<file path="src/rtl/spis_byte.sv">
// spis_byte: SPI target byte engine on an oversampled 1/2/4-bit bus.
// Define SPIS_BCNT_EN to add bcnt, a per-frame completed-byte counter.
module spis_byte #(
  parameter int         SYNC_STAGES = 2,
  parameter logic [7:0] FILL        = 8'hFF
) (
  input  logic       clk,
  input  logic       rst,
  input  logic [1:0] bmode,
  input  logic       bdir,
  input  logic [7:0] tbyte,
  input  logic       tvalid,
  output logic       tready,
  output logic [7:0] rbyte,
  output logic       rvalid,
  output logic       underrun,
  output logic       frame,
`ifdef SPIS_BCNT_EN
  output logic [7:0] bcnt,
`endif
  input  logic       spi_ck,
  input  logic       spi_cs_n,
  input  logic [3:0] spi_di,
  output logic [3:0] spi_do,
  output logic [3:0] spi_oe
);

  typedef enum logic [1:0] {IDLE, LOAD, SHIFT} state_e;

  state_e state_q, state_d;

  logic [SYNC_STAGES-1:0]      ck_s_q, ck_s_d;
  logic [SYNC_STAGES-1:0]      cs_s_q, cs_s_d;
  logic [SYNC_STAGES-1:0][3:0] di_s_q, di_s_d;
  logic       ck_p_q, cs_p_q;
  logic       ck_now, cs_now;
  logic [3:0] di_now, di_m;
  logic       ck_rise, ck_fall, cs_rise, cs_fall;

  logic [1:0] mode_q, mode_d, new_mode;
  logic       dir_q, dir_d;
  logic [3:0] cnt_q, cnt_d, cnt_n;
  logic [7:0] tx_q, tx_d;
  logic [7:0] rx_q, rx_d, rx_n;
  logic [7:0] rbyte_q, rbyte_d, nxt_byte;
  logic [3:0] do_q, do_d, oe_q, oe_d;
  logic       smp_q, smp_d;
  logic       rvalid_q;
  logic       ld, done, rx_on;

  function automatic logic [3:0] wid(input logic [1:0] m);
    unique case (m)
      2'b01:   wid = 4'd2;
      2'b10:   wid = 4'd4;
      default: wid = 4'd1;
    endcase
  endfunction

  function automatic logic drives(input logic [1:0] m, input logic d);
    drives = (m == 2'b00) || d;
  endfunction

  function automatic logic [3:0] oe_of(input logic [1:0] m, input logic d);
    unique case (m)
      2'b01:   oe_of = d ? 4'b0011 : 4'b0000;
      2'b10:   oe_of = d ? 4'b1111 : 4'b0000;
      default: oe_of = 4'b0010;
    endcase
  endfunction

  // group still to send once the counter stands at c, aligned to its lanes
  function automatic logic [3:0] grp(input logic [7:0] b,
                                     input logic [3:0] c,
                                     input logic [1:0] m);
    logic [3:0] s;
    s = 4'(b >> (c - wid(m)));
    unique case (m)
      2'b01:   grp = {2'b00, s[1:0]};
      2'b10:   grp = s;
      default: grp = {2'b00, s[0], 1'b0};
    endcase
  endfunction

  assign ck_s_d = {ck_s_q[SYNC_STAGES-2:0], spi_ck};
  assign cs_s_d = {cs_s_q[SYNC_STAGES-2:0], spi_cs_n};
  assign di_s_d = {di_s_q[SYNC_STAGES-2:0], spi_di};

  assign ck_now  = ck_s_q[SYNC_STAGES-1];
  assign cs_now  = cs_s_q[SYNC_STAGES-1];
  assign di_now  = di_s_q[SYNC_STAGES-1];
  assign ck_rise = ck_now & ~ck_p_q;
  assign ck_fall = ~ck_now & ck_p_q;
  assign cs_rise = cs_now & ~cs_p_q;
  assign cs_fall = ~cs_now & cs_p_q;

  assign new_mode = (bmode == 2'b11) ? 2'b00 : bmode;
  assign nxt_byte = tvalid ? tbyte : FILL;
  assign rx_on    = (mode_q == 2'b00) || !dir_q;

  always_comb begin
    unique case (mode_q)
      2'b01:   di_m = {2'b00, di_now[1:0]};
      2'b10:   di_m = di_now;
      default: di_m = {3'b000, di_now[0]};
    endcase
  end

  always_comb begin
    state_d = state_q;
    mode_d  = mode_q;
    dir_d   = dir_q;
    cnt_d   = cnt_q;
    tx_d    = tx_q;
    rx_d    = rx_q;
    rbyte_d = rbyte_q;
    do_d    = do_q;
    oe_d    = oe_q;
    smp_d   = smp_q;
    ld      = 1'b0;
    done    = 1'b0;
    cnt_n   = cnt_q - wid(mode_q);
    rx_n    = (rx_q << wid(mode_q)) | {4'h0, rx_on ? di_m : 4'h0};
    unique case (state_q)
      IDLE: begin
        oe_d = 4'h0;
        do_d = 4'h0;
        if (cs_fall) state_d = LOAD;
      end
      LOAD: begin
        if (cs_rise) begin
          state_d = IDLE;
          oe_d    = 4'h0;
          do_d    = 4'h0;
        end else begin
          ld      = 1'b1;
          state_d = SHIFT;
          mode_d  = new_mode;
          dir_d   = bdir;
          cnt_d   = 4'd8;
          tx_d    = nxt_byte;
          rx_d    = 8'h00;
          smp_d   = 1'b0;
          oe_d    = oe_of(new_mode, bdir);
          do_d    = drives(new_mode, bdir) ?
                    grp(nxt_byte, 4'd8, new_mode) : 4'h0;
        end
      end
      SHIFT: begin
        if (cs_rise) begin
          state_d = IDLE;
          oe_d    = 4'h0;
          do_d    = 4'h0;
        end else if (ck_rise) begin
          smp_d = 1'b1;
          if (cnt_n == 4'd0) begin
            done    = 1'b1;
            ld      = 1'b1;
            rbyte_d = rx_n;
            rx_d    = 8'h00;
            mode_d  = new_mode;
            dir_d   = bdir;
            cnt_d   = 4'd8;
            tx_d    = nxt_byte;
            oe_d    = oe_of(new_mode, bdir);
          end else begin
            rx_d  = rx_n;
            cnt_d = cnt_n;
          end
        end else if (ck_fall && smp_q) begin
          // a fall before any rise (mode 3) keeps the preloaded group
          smp_d = 1'b0;
          do_d  = drives(mode_q, dir_q) ?
                  grp(tx_q, cnt_q, mode_q) : 4'h0;
        end
      end
      default: state_d = IDLE;
    endcase
  end

  // cs chain resets low so a frame already open at reset is never joined
  always_ff @(posedge clk) begin
    if (rst) begin
      state_q  <= IDLE;
      ck_s_q   <= '0;
      cs_s_q   <= '0;
      di_s_q   <= '0;
      ck_p_q   <= 1'b0;
      cs_p_q   <= 1'b0;
      mode_q   <= 2'b00;
      dir_q    <= 1'b0;
      cnt_q    <= 4'd0;
      tx_q     <= 8'h00;
      rx_q     <= 8'h00;
      rbyte_q  <= 8'h00;
      do_q     <= 4'h0;
      oe_q     <= 4'h0;
      smp_q    <= 1'b0;
      rvalid_q <= 1'b0;
    end else begin
      state_q  <= state_d;
      ck_s_q   <= ck_s_d;
      cs_s_q   <= cs_s_d;
      di_s_q   <= di_s_d;
      ck_p_q   <= ck_now;
      cs_p_q   <= cs_now;
      mode_q   <= mode_d;
      dir_q    <= dir_d;
      cnt_q    <= cnt_d;
      tx_q     <= tx_d;
      rx_q     <= rx_d;
      rbyte_q  <= rbyte_d;
      do_q     <= do_d;
      oe_q     <= oe_d;
      smp_q    <= smp_d;
      rvalid_q <= done;
    end
  end

`ifdef SPIS_BCNT_EN
  logic [7:0] bcnt_q, bcnt_d;

  always_comb begin
    bcnt_d = bcnt_q;
    if (state_q == LOAD && !cs_rise) bcnt_d = 8'h00;
    else if (done && bcnt_q != 8'hFF) bcnt_d = bcnt_q + 8'd1;
  end

  always_ff @(posedge clk) begin
    if (rst) bcnt_q <= 8'h00;
    else     bcnt_q <= bcnt_d;
  end

  assign bcnt = bcnt_q;
`endif

  assign tready   = ld & tvalid & ~rst;
  assign underrun = ld & ~tvalid & ~rst;
  assign rbyte    = rbyte_q;
  assign rvalid   = rvalid_q;
  assign frame    = (state_q != IDLE) & ~cs_rise;
  assign spi_do   = do_q;
  assign spi_oe   = oe_q & {4{~cs_rise}};

endmodule
</file>
<file path="config.mk">
export PLATFORM = sky130hd
export DESIGN_NAME = spis_byte
export DESIGN_NICKNAME = d
export VERILOG_FILES = /design/src/rtl/spis_byte.sv
export SDC_FILE = /design/constraint.sdc
export NUM_CORES = 1
export LEC_CHECK = 0
export ABC_AREA = 1
export BUFFER_PORTS_ARGS = -buffer_cell sky130_fd_sc_hd__buf_2
export CAP_MARGIN = 15
export CORE_MARGIN = 3
export CORE_UTILIZATION = 40
export CTS_BUF_LIST = sky130_fd_sc_hd__clkbuf_2
export CTS_CLUSTER_DIAMETER = 120
export CTS_CLUSTER_SIZE = 20
export DETAILED_ROUTE_END_ITERATION = 16
export PLACE_DENSITY = 0.6
export SYNTH_ARGS = -nofsm -noshare
export SYNTH_HDL_FRONTEND = slang
export SYNTH_SLANG_ARGS = --single-unit
</file>
<file path="constraint.sdc">
create_clock -name clk -period 3.7 [get_ports clk]
set_clock_uncertainty 0.1 [all_clocks]
set_input_delay 0.74 -clock clk [delete_from_list [all_inputs] [get_ports clk]]
set_output_delay 0.74 -clock clk [all_outputs]
set_load 0.1 [all_outputs]
</file>
==> impl_results.md, run 1 <==
* Status: complete, no violations
* # nets final at 553
* Reg2reg start: mode_q[1]
* Final period util at 99.7%
* RSZ-0062 raised after global routing: yes
* First-pass GRT wire length at 12900 um
* Fraction of the mapped netlist area in adder cells at between 7 and 8%
* Clock buffer depth at 2
* P per Cell Area at 929 nW/um^2
* Most frequent cells in the layout: nand2_1 (93), inv_1 (69), nor2_1 (57)
* Pins Over Slew Limit at 0
* Post-synth top area cell: dfxtp_1
* Syn_nets at 507
* Top_reg_cell synth: dfxtp_1
* Finished Cell Area at 3720 um^2
* DRC violations left at 0
* Simple logic cell fraction of the synthesized area at a little over a quarter
* Yosys reg bits at 56
* Die width at approximately 95 um
* Required @ worst endpoint at 2860 ps
* Clock tree root buffer cell: clkbuf_2
* Final setup violation count at 0
* Area grow syn2layout at 16.9%
* Synth Area in XOR/XNOR at 0.551%
* Worst reg2reg setup slack at about 680 ps
* IO Port Bufs at 39
* Initial Util at 42.5%
* Pleak at 0.00165 uW
* Grt ovf at 0
* Max Clk Rate at 271 MHz
* Post-CTS Hold Fix Bufs at 0
* Slew HR at 43.2%
* Final number of hold-violating endpoints at 0
* Post-synth top area share at about a third
* CTS clk-pin slew, worst paths at 330 ps
* Combinational family with the most area after synthesis: simple AND/OR/NAND/NOR gates
* I/O pins at 40
* EDFF count, synth at 0
* Ys Warns at 0
* CORE AREA at 7490 um^2
* Proportion of synthesized area in mux cells at 0%
* Die area at 9060 um^2
* Clk sink count at 56
* Peak VDD IR at 752 uV
* Final WL at around 7600 um
* Final Wtd Congestion at roughly 0.99
* Diode count at 0
* CTS tree: built
* Num CTS Buffers at 5
* CP Max Fanout at 3
* Cell area after synthesis at 3180 um^2
* CP Launch Type: register
* Max-Cap Viols at 0
* Syn Area/Cell at 6.78 um^2
* Die outline height at roughly 95 um
* Number of global-route vias before repair at between 2000 and 3000
* Yosys cell types at 39
* Commonest non-fill, non-tap cell in the layout: nand2_1
* # rows at 31
* DR vias/cell at 4.96
* WL/cell at 12.4 um
* Initial antenna violation count at 0
* Share of synthesized registers carrying an async set or reset at 0%
* DR vias at between 3000 and 4000
* Min-delay src: di_s_d[5]
* Mapped Cells at 469
* Worst Max-Slew Pin Slew at 847 ps
* Dpl cell area at ~3500 um^2
* Initial DRC count at 220
* Largest net degree at the start of global routing at 32
* Post-synthesis sequential area ratio at between 30% and 40%
* Final Hold Slack at around 310 ps
* Compound-gate portion of the synthesized area at 18.0%
* Setup slack after layout at around 11 ps
* Pre-CTS setup slack at 186 ps
* Total GRT Usage at around 18%
* Clock Latency Late Sink at 480 ps
* Synth top area cells: dfxtp_1 (35%), nand2_1 (11%), inv_1 (8.6%)
* Antenna violation net count after detailed routing at 0
* Detailed Place HPWL at 5680 um
* Worst Setup SP: mode_q[1]
* Crit Path Class: reg -> out
* Crit path DAT at around 2900 ps
* Share of layout cells above drive strength 1 at 19.6%
* H-tree Lvls at 2
* Crit end category: output port
* Minimum clock period at 3690 ps
* Worst Hold Class: reg -> reg
* Drt pass-1 iters at 4
report_power, final:
group	switching (uW)	internal, uW	total, uW
Clock	217	58.2	275
Sequential	78.4	731	809
Combinational	1550	828	2370
cell families after synthesis:
logic type / Yosys count
xor gates and xnor gates: 2
AOI/OAI and AO/OA: 102
and+or+nand+nor: 200
buffers and inverters: 91
DFF: 56
adders and majority gates: 18
synthesized netlist by cell type, drive strengths merged, types with 2 or more instances:
master / instances
a21oi: 34
a31oi: 2
buf: 8
clkbuf: 7
dfxtp: 56
fa: 2
ha: 16
inv: 75
nand2: 96
nand3: 31
nand4: 2
nor2: 61
nor3: 5
nor4: 2
o211ai: 3
o21ai: 59
o22ai: 2
critical path: stages, from the launching register on:
cell and delay [ps]:
dfxtp_2 440, inv_4 60, ha_4 270, inv_4 40, ha_4 160, fa_2 370
xnor2_2 180, nor3_4 220, nand2_2 100, nor2_4 120, o211ai_4 120, nor2_4 120
buf_12 180
per-layer routing:
metal | wire, um | global-route usage [%]
met2 | 3440 | 28.1
met5 | 0 | 0
met3 | 341 | 3.08
met1 | 3760 | 24.9
met4 | 87 | 4.33
per-stage QoR:
stage,util [%],total power (uW),setup TNS (ps),std cells
2_1_floorplan,-,2510,0,469
3_3_place_gp,47.1,2930,0,598
3_5_place_dp,47.1,2930,0,598
4_1_cts,49.3,3380,-71.9,614
5_1_grt,49.7,3810,-274,615
6_report,49.7,3460,0,615
sequential cells by signal, indices dropped and copies added, names as in the netlist:
register and cells:
rx_q 8, di_now 4, tx_q 8, cnt_q 4, mode_q 2, state_q 2
rbyte 8, ck_s_q 2, rvalid 1, dir_q 1, oe_q 3, spi_do 4
di_s_d 4, ck_p_q 1, cs_p_q 1, smp_q 1, cs_s_q 2
worst paths after layout:
path / to / cells after the start
worst max register to register: tx_q[0] / 15
worst min register to register: di_now[1] / 2
worst min-delay path: di_now[1] / 2
worst max-delay path: tready / 12
layout make-up:
| class | count | area, um^2 |
|---|---|---|
| fill | 766 | 3760 |
| multi-input combinational | 322 | 1790 |
| sequential | 56 | 1120 |
| timing repair buffer | 54 | 338 |
| inverter | 76 | 293 |
| tap | 99 | 124 |
| clock inverter | 3 | 28.8 |
| clock buffer | 5 | 25.0 |
timing repair:
action / 4_1_cts / 5_1_grt
pin swaps: 8 / 1
endpoints found under the setup margin: 2 / 2
setup buffers: 8 / 1
gates resized for setup: 11 / 5
Note: power is estimated with default switching activity, not from simulation.
==> run 2, diff against run 1 <==
--- a/config.mk
+++ b/config.mk
@@ -5,7 +5,6 @@
 export SDC_FILE = /design/constraint.sdc
 export NUM_CORES = 1
 export LEC_CHECK = 0
-export ABC_AREA = 1
 export BUFFER_PORTS_ARGS = -buffer_cell sky130_fd_sc_hd__buf_2
 export CAP_MARGIN = 15
 export CORE_MARGIN = 3
@@ -14,7 +13,8 @@
 export CTS_CLUSTER_DIAMETER = 120
 export CTS_CLUSTER_SIZE = 20
 export DETAILED_ROUTE_END_ITERATION = 16
-export PLACE_DENSITY = 0.6
+export PLACE_DENSITY = 0.59
+export RECOVER_POWER = 100
 export SYNTH_ARGS = -nofsm -noshare
 export SYNTH_HDL_FRONTEND = slang
 export SYNTH_SLANG_ARGS = --single-unit
==> run 2 against run 1 <==
Against the previous run: the run now ends with capacitance limit, slew limit, setup timing left; sequential share of layout area down 0.39 points; clock power down 2%; combinational power is 85% lower; final cell count decreased by 15%; die area is 4.6% higher; critical path depth shrank 1; first-iteration DRC count fell by 33%; sequential power shrank 20%; routed wire length rose by 6.4%; setup slack worse by 170 ps; largest power group is now sequential cells.
==> impl_results.md, run 2 <==
* Yosys cell types at 54
* H-tree Lvls at 2
* Cell area after synthesis at 3340 um^2
* Top Family by Delay on Critical Path: adder cells
* DR vias/cell at around 5.4
* Worst Hold Class: in -> reg
* Crit path to: tready
* Max-Cap Viols at 1
* Setup tns final at -315 ps
* Initial DRC count at 147
* Detailed Place HPWL at 5870 um
* Pleak at 0.00141 uW
* Clock Latency Late Sink at 480 ps
* Fin cells at 521
* Commonest non-fill, non-tap cell in the layout: dfxtp_1
* Finished Cell Area at 3770 um^2
* First-pass GRT wire length at 13100 um
* Drt pass-1 iters at 4
* Max Clk Rate at ~260 MHz
* Worst Max-Slew Pin Slew at 2630 ps
* Initial Util at 42.1%
* Pins Over Slew Limit at 65
* Share of synthesized registers carrying an async set or reset at 0%
* Largest net degree at the start of global routing at 65
* Critical-path cell list: inv_2 -> ha_4 -> inv_4 -> ha_4 -> fa_1 -> xnor2_2 -> or3_4 -> nor3_4 -> a21o_1 -> and3_4 -> buf_12
* Post-synth top area share at 33.6%
* Peak VDD IR at 222 uV
* DR vias at 2829
* Die area at 9480 um^2
* Top_reg_cell synth: dfxtp_1
* Initial antenna violation count at 0
* Post-CTS Hold Fix Bufs at 0
* EDFF count, synth at 0
* Crit end category: output port
* Num CTS Buffers at 5
* IO Port Bufs at 39
* Crit path DAT at 3020 ps
* Status: finished with violations
* Final period util at 104%
* Mapped Cells at between 300 and 400
* Failing checks: capacitance limit, slew limit, setup timing
* Diode count at 0
* Clock buffer depth at 2
* Crit Path Class: reg -> out
* Slew HR at -75.0%
* Number of buffers and inverters on the critical path at 3
* WL/cell at 15.6 um
* Synth cell count leaders: dfxtp_1 (56), nor2_1 (25), inv_1 (24)
* RSZ-0062 raised after global routing: yes
* Dpl cells at 505
* Max incr delay on CP at ~410 ps
* Grt ovf at 0
* Die width at 97.4 um
* Most common cell in the synthesized netlist: dfxtp_1
* Most frequent cells in the layout: dfxtp_1 (54), nor2_1 (25), a21oi_1 (23)
* Number of global-route vias before repair at 2655
* Final Wtd Congestion at 0.861
* Final Hold Slack at 339 ps
* Syn Area/Cell at ~8.8 um^2
* Die outline height at 97.4 um
* Final setup violation count at 2
* Antenna violation net count after detailed routing at 0
* Post-synthesis sequential area ratio at 33.6%
* Clock tree root buffer cell: clkbuf_2
* CP max-delay cell: dfxtp_2
* Ys Warns at 0
* Setup slack after layout at -160 ps
* Reg2reg end: tx_q[1]
* CP most frequent cell: ha_4
* Crit path depth at 11
* Total GRT Usage at 16.6%
* Minimum clock period at 3860 ps
* Area grow syn2layout at 12.9%
* # rows at 32
* CTS clk-pin slew, worst paths at 310 ps
* CTS tree: built
* CORE AREA at 7930 um^2
* DRC violations left at 0
* Final WL at 8120 um
* Synth top area cells: dfxtp_1 (34%), ha_1 (6.0%), mux2i_1 (5.4%)
* Final number of hold-violating endpoints at 0
* Clk sink count at 56
* Required @ worst endpoint at 2860 ps
* Syn_nets at 416
* Worst Setup SP: mode_q[1]
* Power Total at 1260 uW
* # nets final at between 400 and 500
* Yosys reg bits at 56
* Reg2reg start: mode_q[0]
* Post-synth top area cell: dfxtp_1
* Worst reg2reg setup slack at 210 ps
* CP Launch Type: register
* P per Cell Area at approximately 340 nW/um^2
* I/O pins at 40
* Dpl cell area at around 3700 um^2
* CP Max Fanout at 3
* R2R depth at 14
* Share of layout cells above drive strength 1 at 18.4%
-- run 2: cell count changes in the layout (fill, tap and decap cells not counted), sizes merged, moves of 21 or more --
cell,delta
clkbuf,+23
inv,-54
nand2,-78
nand3,-21
nor2,-36
nor2b,+22
o21ai,-46
-- run 2: stage by stage --
stage / utilization (%) / setup WS (ps)
after floorplan: - / -54.9
after global placement: 46.9 / 285
after detailed placement: 46.9 / 250
after CTS: 48.3 / -191
after global routing: 47.6 / -275
final: 47.6 / -160
-- run 2: per-layer routing --
metal / vias to the layer above / global-route usage, % / share of wire [%]
li1: 1428 / - / -
met1: 1335 / 23.3 / 48
met2: 62 / 27.4 / 48
met3: 4 / 2.51 / 3.6
met4: 0 / 2.88 / 0.68
met5: - / 0 / 0
-- run 2: logic make-up (layout without fill, tap and decap cells) --
family	Yosys count	in the layout	synth area share, %
multiplexers	38	38	14.2
adder cells (fa/ha/maj)	18	18	7.20
flip-flops	56	56	33.6
AND/OR/NAND/NOR	134	134	21.9
buffers and inverters	49	90	5.88
AO/OA/AOI/OAI	82	82	16.8
XOR/XNOR	1	1	0.487
-- run 2: worst min-delay path by stage --
stage | start | to | slack [ps] | cells after the start
2_1_floorplan | ck_s_q[0] | ck_s_q[1] | 310 | 1
3_5_place_dp | di_s_d[7] | di_now[3] | 320 | 1
3_3_place_gp | di_s_d[4] | di_now[0] | 320 | 1
4_1_cts | spi_di[2] | di_s_d[6] | 320 | 2
5_1_grt | spi_di[1] | di_s_d[5] | 310 | 2
6_report | spi_di[0] | di_s_d[4] | 340 | 2
-- run 2: area by class of cell --
class                      count  area (um^2)
fill                         817         4160
multi-input combinational    273         2040
sequential                    56         1120
timing repair buffer          58          335
tap                          102          128
inverter                      24         92.6
clock inverter                 3         27.5
clock buffer                   5         25.0
-- run 2: worst reg2reg max path: cells and delay by family, from the launching register on --
| kind | cells | cell delay (ps) |
|---|---|---|
| compound gates | 2 | 670 |
| flops | 1 | 400 |
| mux | 1 | 370 |
| simple gates | 2 | 270 |
| fa+ha+maj | 2 | 560 |
| buf+inv | 7 | 1100 |
-- run 2: report_power, final --
part | leakage (uW) | switching [uW] | internal, uW
combinational | 0.000928 | 229 | 120
clock | 0.0000311 | 216 | 53.2
sequential | 0.000455 | 16.0 | 629
-- run 2: repair_timing --
item | in CTS | in global routing
setup buffers | 8 | 0
gates resized for setup | 0 | 0
pin swaps | 5 | 2
hold endpoints to repair | 0 | 0
setup endpoints to repair | 2 | 2
